--- src/rtl/load_store_unit_pkg.sv ---
// Shared definitions for the byte-serial load/store unit.
//   lsuState_t     : FSM state encoding (IDLE, B0..B2 byte beats, DONE)
//   BYTES_PER_WORD : bytes moved per word access
//   LANE_W         : width of a byte-lane index
//   isBurst()      : true in the three byte-beat states
package load_store_unit_pkg;

  localparam int BYTES_PER_WORD = 3;
  localparam int LANE_W         = 2;

  typedef enum logic [2:0] {
    IDLE = 3'd0,
    B0   = 3'd1,
    B1   = 3'd2,
    B2   = 3'd3,
    DONE = 3'd4
  } lsuState_t;

  function automatic logic isBurst(input lsuState_t s);
    return (s == B0) || (s == B1) || (s == B2);
  endfunction

endpackage

--- src/rtl/lsu_byte_lane.sv ---
// Byte-lane helper for the load/store unit. Lane 0 is the most significant
// byte of the word (big-endian), lane BYTES_PER_WORD-1 the least significant.
// Ports:
//   lane       in  lane index
//   word       in  word to select from / insert into
//   byteIn     in  byte to insert at the lane
//   selByte    out byte of word at the lane (0 for an out-of-range lane)
//   insertWord out word with the lane replaced by byteIn
module lsu_byte_lane
  import load_store_unit_pkg::*;
#(
  parameter int DATA_W = 24
) (
  input  logic [LANE_W-1:0] lane,
  input  logic [DATA_W-1:0] word,
  input  logic [7:0]        byteIn,
  output logic [7:0]        selByte,
  output logic [DATA_W-1:0] insertWord
);

  always_comb begin
    selByte    = 8'h00;
    insertWord = word;
    for (int i = 0; i < BYTES_PER_WORD; i++) begin
      if (lane == LANE_W'(i)) begin
        selByte = word[(BYTES_PER_WORD-1-i)*8 +: 8];
        insertWord[(BYTES_PER_WORD-1-i)*8 +: 8] = byteIn;
      end
    end
  end

endmodule

--- src/rtl/load_store_unit.sv ---
// Word load/store unit in front of a byte-wide data memory. Each accepted
// request moves one 3-byte word as three single-byte beats, MSB byte first.
// Optional build macro: LSU_BOUNDS_CHECK_EN -- rejects accesses whose last
// byte would fall beyond MEM_BYTES (err=1, no memory strobes).
// Ports:
//   clock, reset        clock, synchronous active-high reset
//   req, we, addr, wdata CPU request (sampled only in IDLE)
//   busy, done, rdata, err  CPU status / load result
//   mem_addr, mem_wdata, mem_we, mem_re, mem_rdata  byte memory port
//
// state | meaning
// IDLE  | waiting for req; request fields latched on acceptance
// B0    | byte beat at addr+0, bits [23:16]
// B1    | byte beat at addr+1, bits [15:8]
// B2    | byte beat at addr+2, bits [7:0]
// DONE  | one-cycle completion pulse
module load_store_unit
  import load_store_unit_pkg::*;
#(
  parameter int ADDR_W    = 24,
  parameter int DATA_W    = 24,
  parameter int MEM_BYTES = 128
) (
  input  logic              clock,
  input  logic              reset,
  input  logic              req,
  input  logic              we,
  input  logic [ADDR_W-1:0] addr,
  input  logic [DATA_W-1:0] wdata,
  output logic              busy,
  output logic              done,
  output logic [DATA_W-1:0] rdata,
  output logic              err,
  output logic [ADDR_W-1:0] mem_addr,
  output logic [7:0]        mem_wdata,
  output logic              mem_we,
  output logic              mem_re,
  input  logic [7:0]        mem_rdata
);

  lsuState_t state, nextState;

  logic [ADDR_W-1:0] addrQ;
  logic              weQ;
  logic [DATA_W-1:0] wdataQ;
  logic [DATA_W-1:0] rdataQ;

  logic              inBurst;
  logic              accept;
  logic              outOfRange;
  logic [2:0]        stateBits;
  logic [LANE_W-1:0] laneIdx;
  logic [DATA_W-1:0] laneWord;
  logic [7:0]        laneByte;
  logic [DATA_W-1:0] insertWord;

  assign inBurst   = isBurst(state);
  assign accept    = (state == IDLE) && req;
  assign stateBits = state;
  // B0/B1/B2 are encoded 1/2/3, so the lane is simply state-1.
  assign laneIdx   = LANE_W'(stateBits - 3'd1);

  // Highest legal word address leaves room for all three bytes.
  assign outOfRange = addr > ADDR_W'(MEM_BYTES - BYTES_PER_WORD);

  // One lane helper serves both directions: stores select from the latched
  // write word, loads insert the memory byte into the running read word.
  assign laneWord = weQ ? wdataQ : rdataQ;

  lsu_byte_lane #(
    .DATA_W(DATA_W)
  ) uByteLane (
    .lane      (laneIdx),
    .word      (laneWord),
    .byteIn    (mem_rdata),
    .selByte   (laneByte),
    .insertWord(insertWord)
  );

  // State register
  always_ff @(posedge clock) begin
    if (reset) begin
      state <= IDLE;
    end else begin
      state <= nextState;
    end
  end

  // Next-state logic
  always_comb begin
    nextState = state;
    case (state)
      IDLE: begin
        if (req) begin
`ifdef LSU_BOUNDS_CHECK_EN
          nextState = outOfRange ? DONE : B0;
`else
          nextState = B0;
`endif
        end
      end
      B0:      nextState = B1;
      B1:      nextState = B2;
      B2:      nextState = DONE;
      DONE:    nextState = IDLE;
      default: nextState = IDLE;
    endcase
  end

  // Request latch and load assembly
  always_ff @(posedge clock) begin
    if (reset) begin
      addrQ  <= '0;
      weQ    <= 1'b0;
      wdataQ <= '0;
      rdataQ <= '0;
    end else begin
      if (accept) begin
        addrQ  <= addr;
        weQ    <= we;
        wdataQ <= wdata;
      end
      if (inBurst && !weQ) begin
        rdataQ <= insertWord;
      end
    end
  end

`ifdef LSU_BOUNDS_CHECK_EN
  logic errQ;

  // err is re-evaluated on every acceptance and held until the next one.
  always_ff @(posedge clock) begin
    if (reset) begin
      errQ <= 1'b0;
    end else if (accept) begin
      errQ <= outOfRange;
    end
  end

  assign err = errQ;
`else
  // The range compare is only consumed when bounds checking is built in.
  logic unusedOutOfRange;
  assign unusedOutOfRange = outOfRange;
  assign err = 1'b0;
`endif

  assign rdata = rdataQ;

  // Output logic. Strobes are gated by reset so an aborted access cannot
  // write one more byte on the very edge that resets the FSM.
  always_comb begin
    busy      = inBurst;
    done      = (state == DONE);
    mem_we    = inBurst && weQ && !reset;
    mem_re    = inBurst && !weQ && !reset;
    mem_addr  = inBurst ? (addrQ + ADDR_W'(laneIdx)) : addrQ;
    mem_wdata = mem_we ? laneByte : 8'h00;
  end

endmodule

--- config.mk ---
export PLATFORM = sky130hd
export DESIGN_NAME = load_store_unit
export DESIGN_NICKNAME = d
export VERILOG_FILES = /design/src/rtl/load_store_unit_pkg.sv /design/src/rtl/lsu_byte_lane.sv /design/src/rtl/load_store_unit.sv
export SDC_FILE = /design/constraint.sdc
export NUM_CORES = 1
export LEC_CHECK = 0
export CORE_ASPECT_RATIO = 1.4
export CORE_MARGIN = 4
export CORE_UTILIZATION = 25
export CTS_CLUSTER_SIZE = 20
export DETAILED_ROUTE_END_ITERATION = 6
export GPL_ROUTABILITY_DRIVEN = 0
export PLACE_DENSITY = 0.49
export SETUP_SLACK_MARGIN = 0.1
export SYNTH_ARGS = -nofsm -noshare
export SYNTH_HDL_FRONTEND = slang
export SYNTH_HIERARCHICAL = 1
export SYNTH_SLANG_ARGS = --single-unit
--- constraint.sdc ---
create_clock -name clock -period 6.2 [get_ports clock]
set_clock_uncertainty 0.2 [all_clocks]
set_input_delay 0.62 -clock clock [delete_from_list [all_inputs] [get_ports clock]]
set_output_delay 0.62 -clock clock [all_outputs]
set_load 0.02 [all_outputs]
==> results of run 1 <==
registers in the layout, indices dropped and copies added (netlist names):
signal  cells
addrQ      24
weQ         1
state       3
rdata      24
wdataQ     24
cell type report:
type | count | area, um^2 | area share
Sequential cell | 76 | 1521 | 0.2624
Timing Repair Buffer | 124 | 1224 | 0.2110
Antenna cell | 1 | 2.502 | 0.0004315
Clock buffer | 10 | 239.0 | 0.04121
Clock inverter | 6 | 108.9 | 0.01877
Multi-Input combinational cell | 387 | 2444 | 0.4214
Inverter | 3 | 11.26 | 0.001942
Tap cell | 199 | 249.0 | 0.04293
worst max-delay path, stage by stage (launching register included):
cell and delay (ns):
dfxtp_1 0.35, inv_1 0.53, ha_1 0.35, inv_1 0.37, nor2b_1 1.05, o2bb2ai_1 0.22, and2_1 0.15, clkdlybuf4s50_1 0.61
cells in the final DEF, fill, tap and decap left out, types with 2 or more instances in the layout:
| cell type | n |
|---|---|
| a21oi_1 | 74 |
| nor2_4 | 2 |
| xor2_1 | 2 |
| clkbuf_16 | 9 |
| nand4_1 | 9 |
| nor3_2 | 2 |
| mux2_4 | 10 |
| xnor2_1 | 21 |
| clkinv_2 | 2 |
| mux2i_1 | 8 |
| and3_1 | 3 |
| inv_1 | 3 |
| o2bb2ai_1 | 8 |
| ha_1 | 6 |
| bufinv_16 | 3 |
| or3_1 | 2 |
| clkdlybuf4s50_1 | 118 |
| nor2_1 | 6 |
| mux2_2 | 40 |
| dfxtp_1 | 76 |
| and4_1 | 4 |
| and2_1 | 11 |
| nand3_1 | 8 |
| nand2_1 | 155 |
| buf_4 | 5 |
| nor3_1 | 2 |
stage by stage:
step	instances	instance area, um^2	power, mW
2_1_floorplan	505	4210	1.454
3_3_place_gp	789	5444	1.759
3_5_place_dp	789	5444	1.774
4_1_cts	805	5792	2.402
5_1_grt	805	5797	2.524
6_report	806	5799	2.367
worst max-delay path by stage:
stage                  start            to
floorplan           state[0]   mem_addr[4]
global placement    state[0]  mem_addr[21]
detailed placement  state[0]   mem_addr[9]
CTS                 state[0]   mem_addr[9]
global route        state[0]  mem_wdata[0]
finish              state[0]  mem_wdata[5]
cell families after synthesis:
kind of cell	count (synthesis)	synth area share
flops	76	0.3614
other cells	1	0.0008907
compound gates	83	0.1067
xor+xnor	23	0.04785
buf+inv	42	0.06122
fa+ha+maj	7	0.02259
mux	58	0.1617
simple gates	215	0.2377
power breakdown:
part / total, mW / switching [mW] / internal, mW
Combinational: 1.09 / 0.610 / 0.477
Sequential: 0.668 / 0.0838 / 0.584
Clock: 0.611 / 0.207 / 0.404
per-layer routing:
metal,vias up,part of all wire,global-route usage
li1,1889,-,-
met3,6,0.058,0.04063
met5,-,0,0
met1,1726,0.42,0.1657
met2,118,0.51,0.2507
met4,0,0.0054,0.03040
==> impl_results.md, run 1 <==
* Max Cap Viol at 0
* PD cells at 408.1 mW/mm^2
* Core Footprint at 0.01638 mm^2
* Hold path start: wdataQ[5]
* Die height at 161.6 um
* Root Driver: clkbuf_16
* Hold_buf cts at 0
* Hold slack at 0.2526 ns
* Final antenna-violating net count at 0
* Layout cells sized above 1 at 0.1386
* Initial core utilization at 0.2571
* Most numerous cell in the Yosys netlist: nand2_1
* Slew Limit Fails at 0
* Finished Core Util at 0.3541
* Reg2reg path depth at 7
* WP data required at 5.38 ns
* Least-Margin Pin Slew at 1.272 ns
* Synthesized cell area at 0.004210 mm^2
* Syn nets at 572
* Setup TNS at 0 ns
* Final Hold Viols at 0
* Max Freq at 208.8 MHz
* Reg-to-reg setup timing slack at 2.64 ns
* Synth top area cells: dfxtp_1, nand2_1, mux2_2
* Crit-path max FO at 16
* Synthesized instance count at 505
* Ys flop type: dfxtp_1
* Critical R2R Capture: rdata[4]
* Final worst path period share at 0.7723
* HP Class: reg -> reg
* Post-detail-place hpwl at 9721 um
* RSZ-0062 raised after global routing: no
* Clk buf depth at 2
* # clock sinks at 76
* Status: finished clean
* IO Port Bufs at 119
* Num rows at 55
* Final setup fails at 0
* Initial antenna violation count at 0
* Initial drt markers at 232
* Fillers at 1,757
* CP arrival at 3.97 ns
* EDFF count, synth at 0
* Final min period at 4.788 ns
* Yosys top cell by area: dfxtp_1
* Netlist cell types at 39
* Reg-to-reg startpoint: state[0]
* Crit Path Category: reg -> out
* Reg clk slew, reported paths at 0.06 ns
* LEAKAGE at 2.144 nW
* Post-CTS Setup Inserts at 0
* Crit end category: output pin
* Async S/R FF share, synth at 0
* Post-place setup slack at 1.471 ns
* Clock Latency Late Sink at 0.33 ns
* Worst Hold Path EP: wdataQ[5]
* Syn avg cell area at 8.337 um^2
* GRT Overall Usage at 0.1400
* DR pass1 iterations at 4
* TritonCTS Buffers at 9
* Final WL at 13,280 um
* Die area at 0.01901 mm^2
* Cts repair resizes at 0
* Drt wl/cell at 16.48 um
* First-pass GRT wire length at 21,460 um
* Post-route setup slack at 1.412 ns
* Vias in the first global route at 3,861
* Gr ovfl total at 0
* Worst VDD drop at 0.1558 mV
* Synth Warn # at 6
* Worst Hold Depth at 2
* Htree depth at 3
* Die Wd at 117.7 um
* IO Pins at 121
* Pin count of the biggest net entering global routing at 78
* CP startpoint kind: register
* Vias at 3,739
* Vias/cell at 4.639
* Post-detailed-route DRC marker count at 0
* Final nets at 668
* CTS tree: built
* Synth top cells by count: nand2_1, dfxtp_1, a21oi_1
* Share of the yosys chip area belonging to registers at 0.3614
* Share of Yosys cell area claimed by the top area cell type at 0.3614
* Layout area overhead at 37.74%
* Yosys reg bits at 76
* Worst slew margin at 0.1504
(Power assumes the default switching activity.)
==> run 2, diff against run 1 <==
Settings changed: PLACE_DENSITY 0.49 to 0.51.
Clock period 6.2 ns to 4.2 ns, I/O delays scaled along.
==> impl_results.md, run 2 (synthesis results as in run 1) <==
* Vias/cell at 4.679 (+0.85%)
* Switch share at 0.3868 (+0.006041)
* Initial antenna violation count at 0 (unchanged)
* Most used cell, CP: inv_1
* Hold slack at 0.2523 ns (-0.0002930 ns)
* Final min period at 3.707 ns
* Most common cell after layout, fill and taps aside: nand2_1
* TritonCTS Buffers at 9 (unchanged)
* DR pass1 iterations at 4 (unchanged)
* GRT Overall Usage at 0.1381 (-0.001935)
* Vias in the first global route at 3,979 (+3.1%)
* CP peak stage delay at 0.62 ns (-0.43 ns)
* Die Wd at 117.7 um (unchanged)
* Die height at 161.6 um (unchanged)
* Final WL at 13,260 um (-0.20%)
* Post-detail-place hpwl at 9726 um (about the same)
* Setup TNS at 0 ns (unchanged)
* Crit-path max FO at 14 (-2)
* Num rows at 55 (unchanged)
* Core Footprint at 0.01638 mm^2 (unchanged)
* Clk buf depth at 2 (unchanged)
* IO Pins at 121 (unchanged)
* Gr ovfl total at 0 (unchanged)
* Initial drt markers at 179 (-23%)
* HP Class: reg -> reg
* Drt wl/cell at 16.39 um (-0.57%)
* Final worst path period share at 0.8826
* Worst path buffer plus inverter count at 4 (+1)
* Post-detailed-route DRC marker count at 0 (unchanged)
* RSZ-0062 raised after global routing: no
* Switching power at 1.329 mW (+47%)
* Final Hold Viols at 0 (unchanged)
* CTS tree: built
* Clock Latency Late Sink at 0.33 ns (about the same)
* Crit end category: output pin
* Reg clk slew, reported paths at 0.06 ns (about the same)
* Pin count of the biggest net entering global routing at 78 (unchanged)
* Layout area overhead at 37.56%
* Fillers at 1,735 (-1.3%)
* Worst VDD drop at 0.2491 mV (+60%)
* Root Driver: clkbuf_16
* Htree depth at 3 (unchanged)
* Post-route setup slack at 0.4932 ns (-0.9185 ns)
* Max Cap Viol at 0 (unchanged)
* Number of diodes at 0 (-1)
* Sequential share of power at 0.291 (+0.009)
* Pwr Total at 3.436 mW (+45%)
* Commonest cells after routing, fill and taps aside: nand2_1, clkdlybuf4s50_1, dfxtp_1
* CP startpoint kind: register
* PD cells at 593.3 mW/mm^2 (+45%)
* CP top delay family: buffers and inverters
* Final nets at 672 (+0.60%)
* Slew Limit Fails at 0 (unchanged)
* Clk pwr share at 0.241 (-0.017)
* CP arrival at 3.09 ns (-0.88 ns)
* Max Freq at 269.8 MHz
* Die area at 0.01901 mm^2 (unchanged)
* Cts repair resizes at 0 (unchanged)
* First-pass GRT wire length at 21,200 um (-1.2%)
* Initial core utilization at 0.2571 (unchanged)
* Layout cells sized above 1 at 0.1410 (+0.002370)
* Post-CTS Setup Inserts at 0 (unchanged)
* Status: finished clean
* Comb pwr share at 0.468 (+0.009)
* # clock sinks at 76 (unchanged)
* Final setup fails at 0 (unchanged)
* Slowest-stage cell, CP: clkdlybuf4s50_1
* IO Port Bufs at 119 (unchanged)
* Least-Margin Pin Slew at 1.171 ns (-0.1006 ns)
* Worst slew margin at 0.2173 (+0.06695)
* LEAKAGE at 2.138 nW (-0.27%)
* CP cell instances: inv_1 > buf_4 > ha_1 > inv_1 > fa_1 > and2b_2 > and2_4 > and3_4 > xor2_1 > clkdlybuf4s50_1
* Hold_buf cts at 0 (unchanged)
* WP data required at 3.58 ns (-1.80 ns)
* Pint at 2.107 mW (+44%)
* Vias at 3,785 (+1.2%)
* Final antenna-violating net count at 0 (unchanged)
* Post-place setup slack at 0.8215 ns (-0.6498 ns)
* Crit Path Category: reg -> out
[run 2: final timing paths]
check / slack (ns) / endpoint / depth (start not counted) / start
worst min-delay path: 0.25 / wdataQ[14] / 2 / wdataQ[14]
worst min register to register: 0.25 / wdataQ[14] / 2 / wdataQ[14]
worst max-delay path: 0.49 / mem_addr[4] / 10 / state[0]
worst max register to register: 1.66 / wdataQ[11] / 7 / state[0]
[run 2: tightest hold or removal path, delay by kind of cell, from the launching register on]
family / cells / cell delay [ns]
AO/OA/AOI/OAI: 1 / 0.05
flip-flops: 1 / 0.31
AND/OR/NAND/NOR: 1 / 0.05
[run 2: cell type report]
class                   count  area (um^2)  area share
multi-input cells         387         2439      0.4210
flip-flops and latches     76         1521      0.2627
repair buffers            128         1254      0.2165
well taps                 199        249.0     0.04299
clock buffers              10        229.0     0.03953
clock inverters             6        88.84     0.01534
inverters                   3        11.26    0.001944
[run 2: power groups by stage]
stage	Sequential, mW	Clock [mW]	Combinational (mW)
2_1_floorplan	1.02	0	1.12
4_1_cts	1.00	0.856	1.63
5_1_grt	1.02	0.893	1.75
3_5_place_dp	1.02	0	1.62
6_report	1.00	0.828	1.61
3_3_place_gp	1.01	0	1.60
[run 2: layer usage]
metal,part of all wire,track usage
met3,0.049,0.03888
met5,0,0
met2,0.50,0.2471
met4,0.020,0.04267
met1,0.43,0.1592
[run 2: through the flow]
stage,util,area (um^2),std cells
global route,0.3536,5792,809
floorplan,-,4210,505
global placement,0.3342,5474,793
CTS,0.3536,5792,809
finish,0.3536,5792,809
detailed placement,0.3342,5474,793
==> run 3, diff against run 2 <==
Settings changed: GPL_TIMING_DRIVEN from default to 0, HOLD_SLACK_MARGIN from default to 0.06.
==> impl_results.md, run 3 (synthesis results as in run 1) <==
* Initial core utilization at 0.2571 (unchanged)
* Post-detail-place hpwl at 10,720 um (+10%)
* Crit end category: output pin
* Vias at 3,873 (+2.3%)
* # clock sinks at 76 (unchanged)
* CP Capture Point: mem_addr[9]
* Placed cells at 822 (+3.7%)
* Cts repair resizes at 0 (unchanged)
* Post-route non-filler standard cell count at 838 (+3.6%)
* Final WL at 13,610 um (+2.7%)
* Multi-input logic area at 0.002431 mm^2 (-0.31%)
* Reg clk slew, reported paths at 0.06 ns (about the same)
* First-pass GRT wire length at 21,620 um (+2.0%)
* GRT Overall Usage at 0.1426 (+0.004510)
* Vias in the first global route at 4,075 (+2.4%)
* Core Footprint at 0.01638 mm^2 (unchanged)
* Worst VDD drop at 0.2269 mV (-8.9%)
* Post-place setup slack at 0.7027 ns (-0.1188 ns)
* Pin count of the biggest net entering global routing at 13 (-83%)
* TritonCTS Buffers at 9 (unchanged)
* Die area at 0.01901 mm^2 (unchanged)
* Layout area overhead at 40.83%
* Reg-to-reg setup timing slack at 1.89 ns (+0.23 ns)
* Slew Limit Fails at 0 (unchanged)
* LEAKAGE at 2.235 nW (+4.5%)
* Register Area at 0.001521 mm^2 (unchanged)
* Critical R2R Capture: rdata[5]
* Final antenna-violating net count at 0 (unchanged)
* Final nets at 701 (+4.3%)
* Worst slew margin at 0.3935 (+0.1761)
* Final worst path period share at 0.9147 (+0.03214)
* CTS tree: built
* Htree depth at 3 (unchanged)
* Num rows at 55 (unchanged)
* Initial antenna violation count at 0 (unchanged)
* Root Driver: clkbuf_16
* Max Freq at 260.3 MHz (-3.5%)
* CP startpoint kind: register
* Vias/cell at 4.622 (-1.2%)
* HP Class: reg -> reg
* DR pass1 iterations at 6 (+2)
* Clk buf depth at 2 (unchanged)
* Final min period at 3.842 ns (+0.1350 ns)
* Crit path launch: state[0]
* Post-CTS Setup Inserts at 0 (unchanged)
* Fillers at 1,749 (+0.81%)
* IO Pins at 121 (unchanged)
* Most common cell after layout, fill and taps aside: nand2_1
* CP arrival at 3.22 ns (+0.13 ns)
* Crit Path Category: reg -> out
* Die height at 161.6 um (unchanged)
* Least-Margin Pin Slew at 0.9074 ns (-0.2638 ns)
* Reg2reg path depth at 9 (+2)
* Reg-to-reg startpoint: state[0]
* Status: finished clean
* Number of diodes at 0 (unchanged)
* Hold_buf cts at 0 (unchanged)
* PD cells at 583.1 mW/mm^2 (-1.7%)
* WP data required at 3.58 ns (about the same)
* Gr ovfl total at 0 (unchanged)
* Setup TNS at 0 ns (unchanged)
* Clock Latency Late Sink at 0.33 ns (about the same)
* Initial drt markers at 187 (+4.5%)
* Drt wl/cell at 16.24 um (-0.87%)
* Final setup fails at 0 (unchanged)
* IO Port Bufs at 118 (-0.84%)
* Pwr Total at 3.457 mW (+0.62%)
* Die Wd at 117.7 um (unchanged)
* Final Hold Viols at 0 (unchanged)
* Crit-path max FO at 10 (-4)
* Max Cap Viol at 0 (unchanged)
* Layout cells sized above 1 at 0.1612 (+0.02021)
* RSZ-0062 raised after global routing: no
* Post-detailed-route DRC marker count at 0 (unchanged)
* Post-route setup slack at 0.3582 ns (-0.1350 ns)
* Commonest cells after routing, fill and taps aside: nand2_1, clkdlybuf4s50_1, dfxtp_1
run 3: per-stage QoR:
| stage | hold slack, ns | utilization | area, um^2 |
|---|---|---|---|
| 2_1_floorplan | 0.2329 | - | 4210 |
| 3_3_place_gp | 0.2445 | 0.3444 | 5640 |
| 3_5_place_dp | 0.2464 | 0.3444 | 5640 |
| 4_1_cts | 0.2560 | 0.3620 | 5929 |
| 5_1_grt | 0.2762 | 0.3620 | 5929 |
| 6_report | 0.2552 | 0.3620 | 5929 |
run 3: metal layers:
layer  part of all wire  routed length [um]  global-route usage  vias up
li1                   -                   -                   -     1954
met1               0.43                5834              0.1666     1771
met5                  0                   0                   0        -
met3              0.051                 688             0.02977       19
met2               0.50                6753              0.2557      129
met4              0.025                 336             0.05333        0
run 3: how the worst min path moves through the flow:
stage / to / cells after the start / start
floorplan: wdataQ[0] / 2 / wdataQ[0]
global placement: wdataQ[5] / 2 / wdataQ[5]
detailed placement: wdataQ[11] / 2 / wdataQ[11]
CTS: wdataQ[11] / 2 / wdataQ[11]
global route: wdataQ[12] / 2 / wdataQ[12]
finish: wdataQ[5] / 2 / wdataQ[5]
run 3: worst max-delay path: stages (launching register included):
cell and delay [ns]:
dfxtp_1 0.39, inv_1 0.16, ha_1 0.31, inv_1 0.11, ha_1 0.30, a21oi_1 0.05, nor3_1 0.26, buf_2 0.29
nand4_1 0.16, xnor2_1 0.22, clkdlybuf4s50_1 0.64
run 3: layout make-up:
class                           instances  share of cell area
Clock inverter                          4            0.003798
Sequential cell                        76              0.2566
Clock buffer                           12             0.04495
Tap cell                              199             0.04199
Buffer                                 39             0.04157
Timing Repair Buffer                  118              0.1992
Inverter                                3            0.001899
Multi-Input combinational cell        387              0.4100
run 3: where the power goes:
| group | leakage, nW | internal (mW) | switching (mW) |
|---|---|---|---|
| sequential | 0.620 | 0.862 | 0.120 |
| combinational | 1.47 | 0.804 | 0.923 |
| clock | 0.144 | 0.445 | 0.302 |
| total | 2.23 | 2.11 | 1.35 |
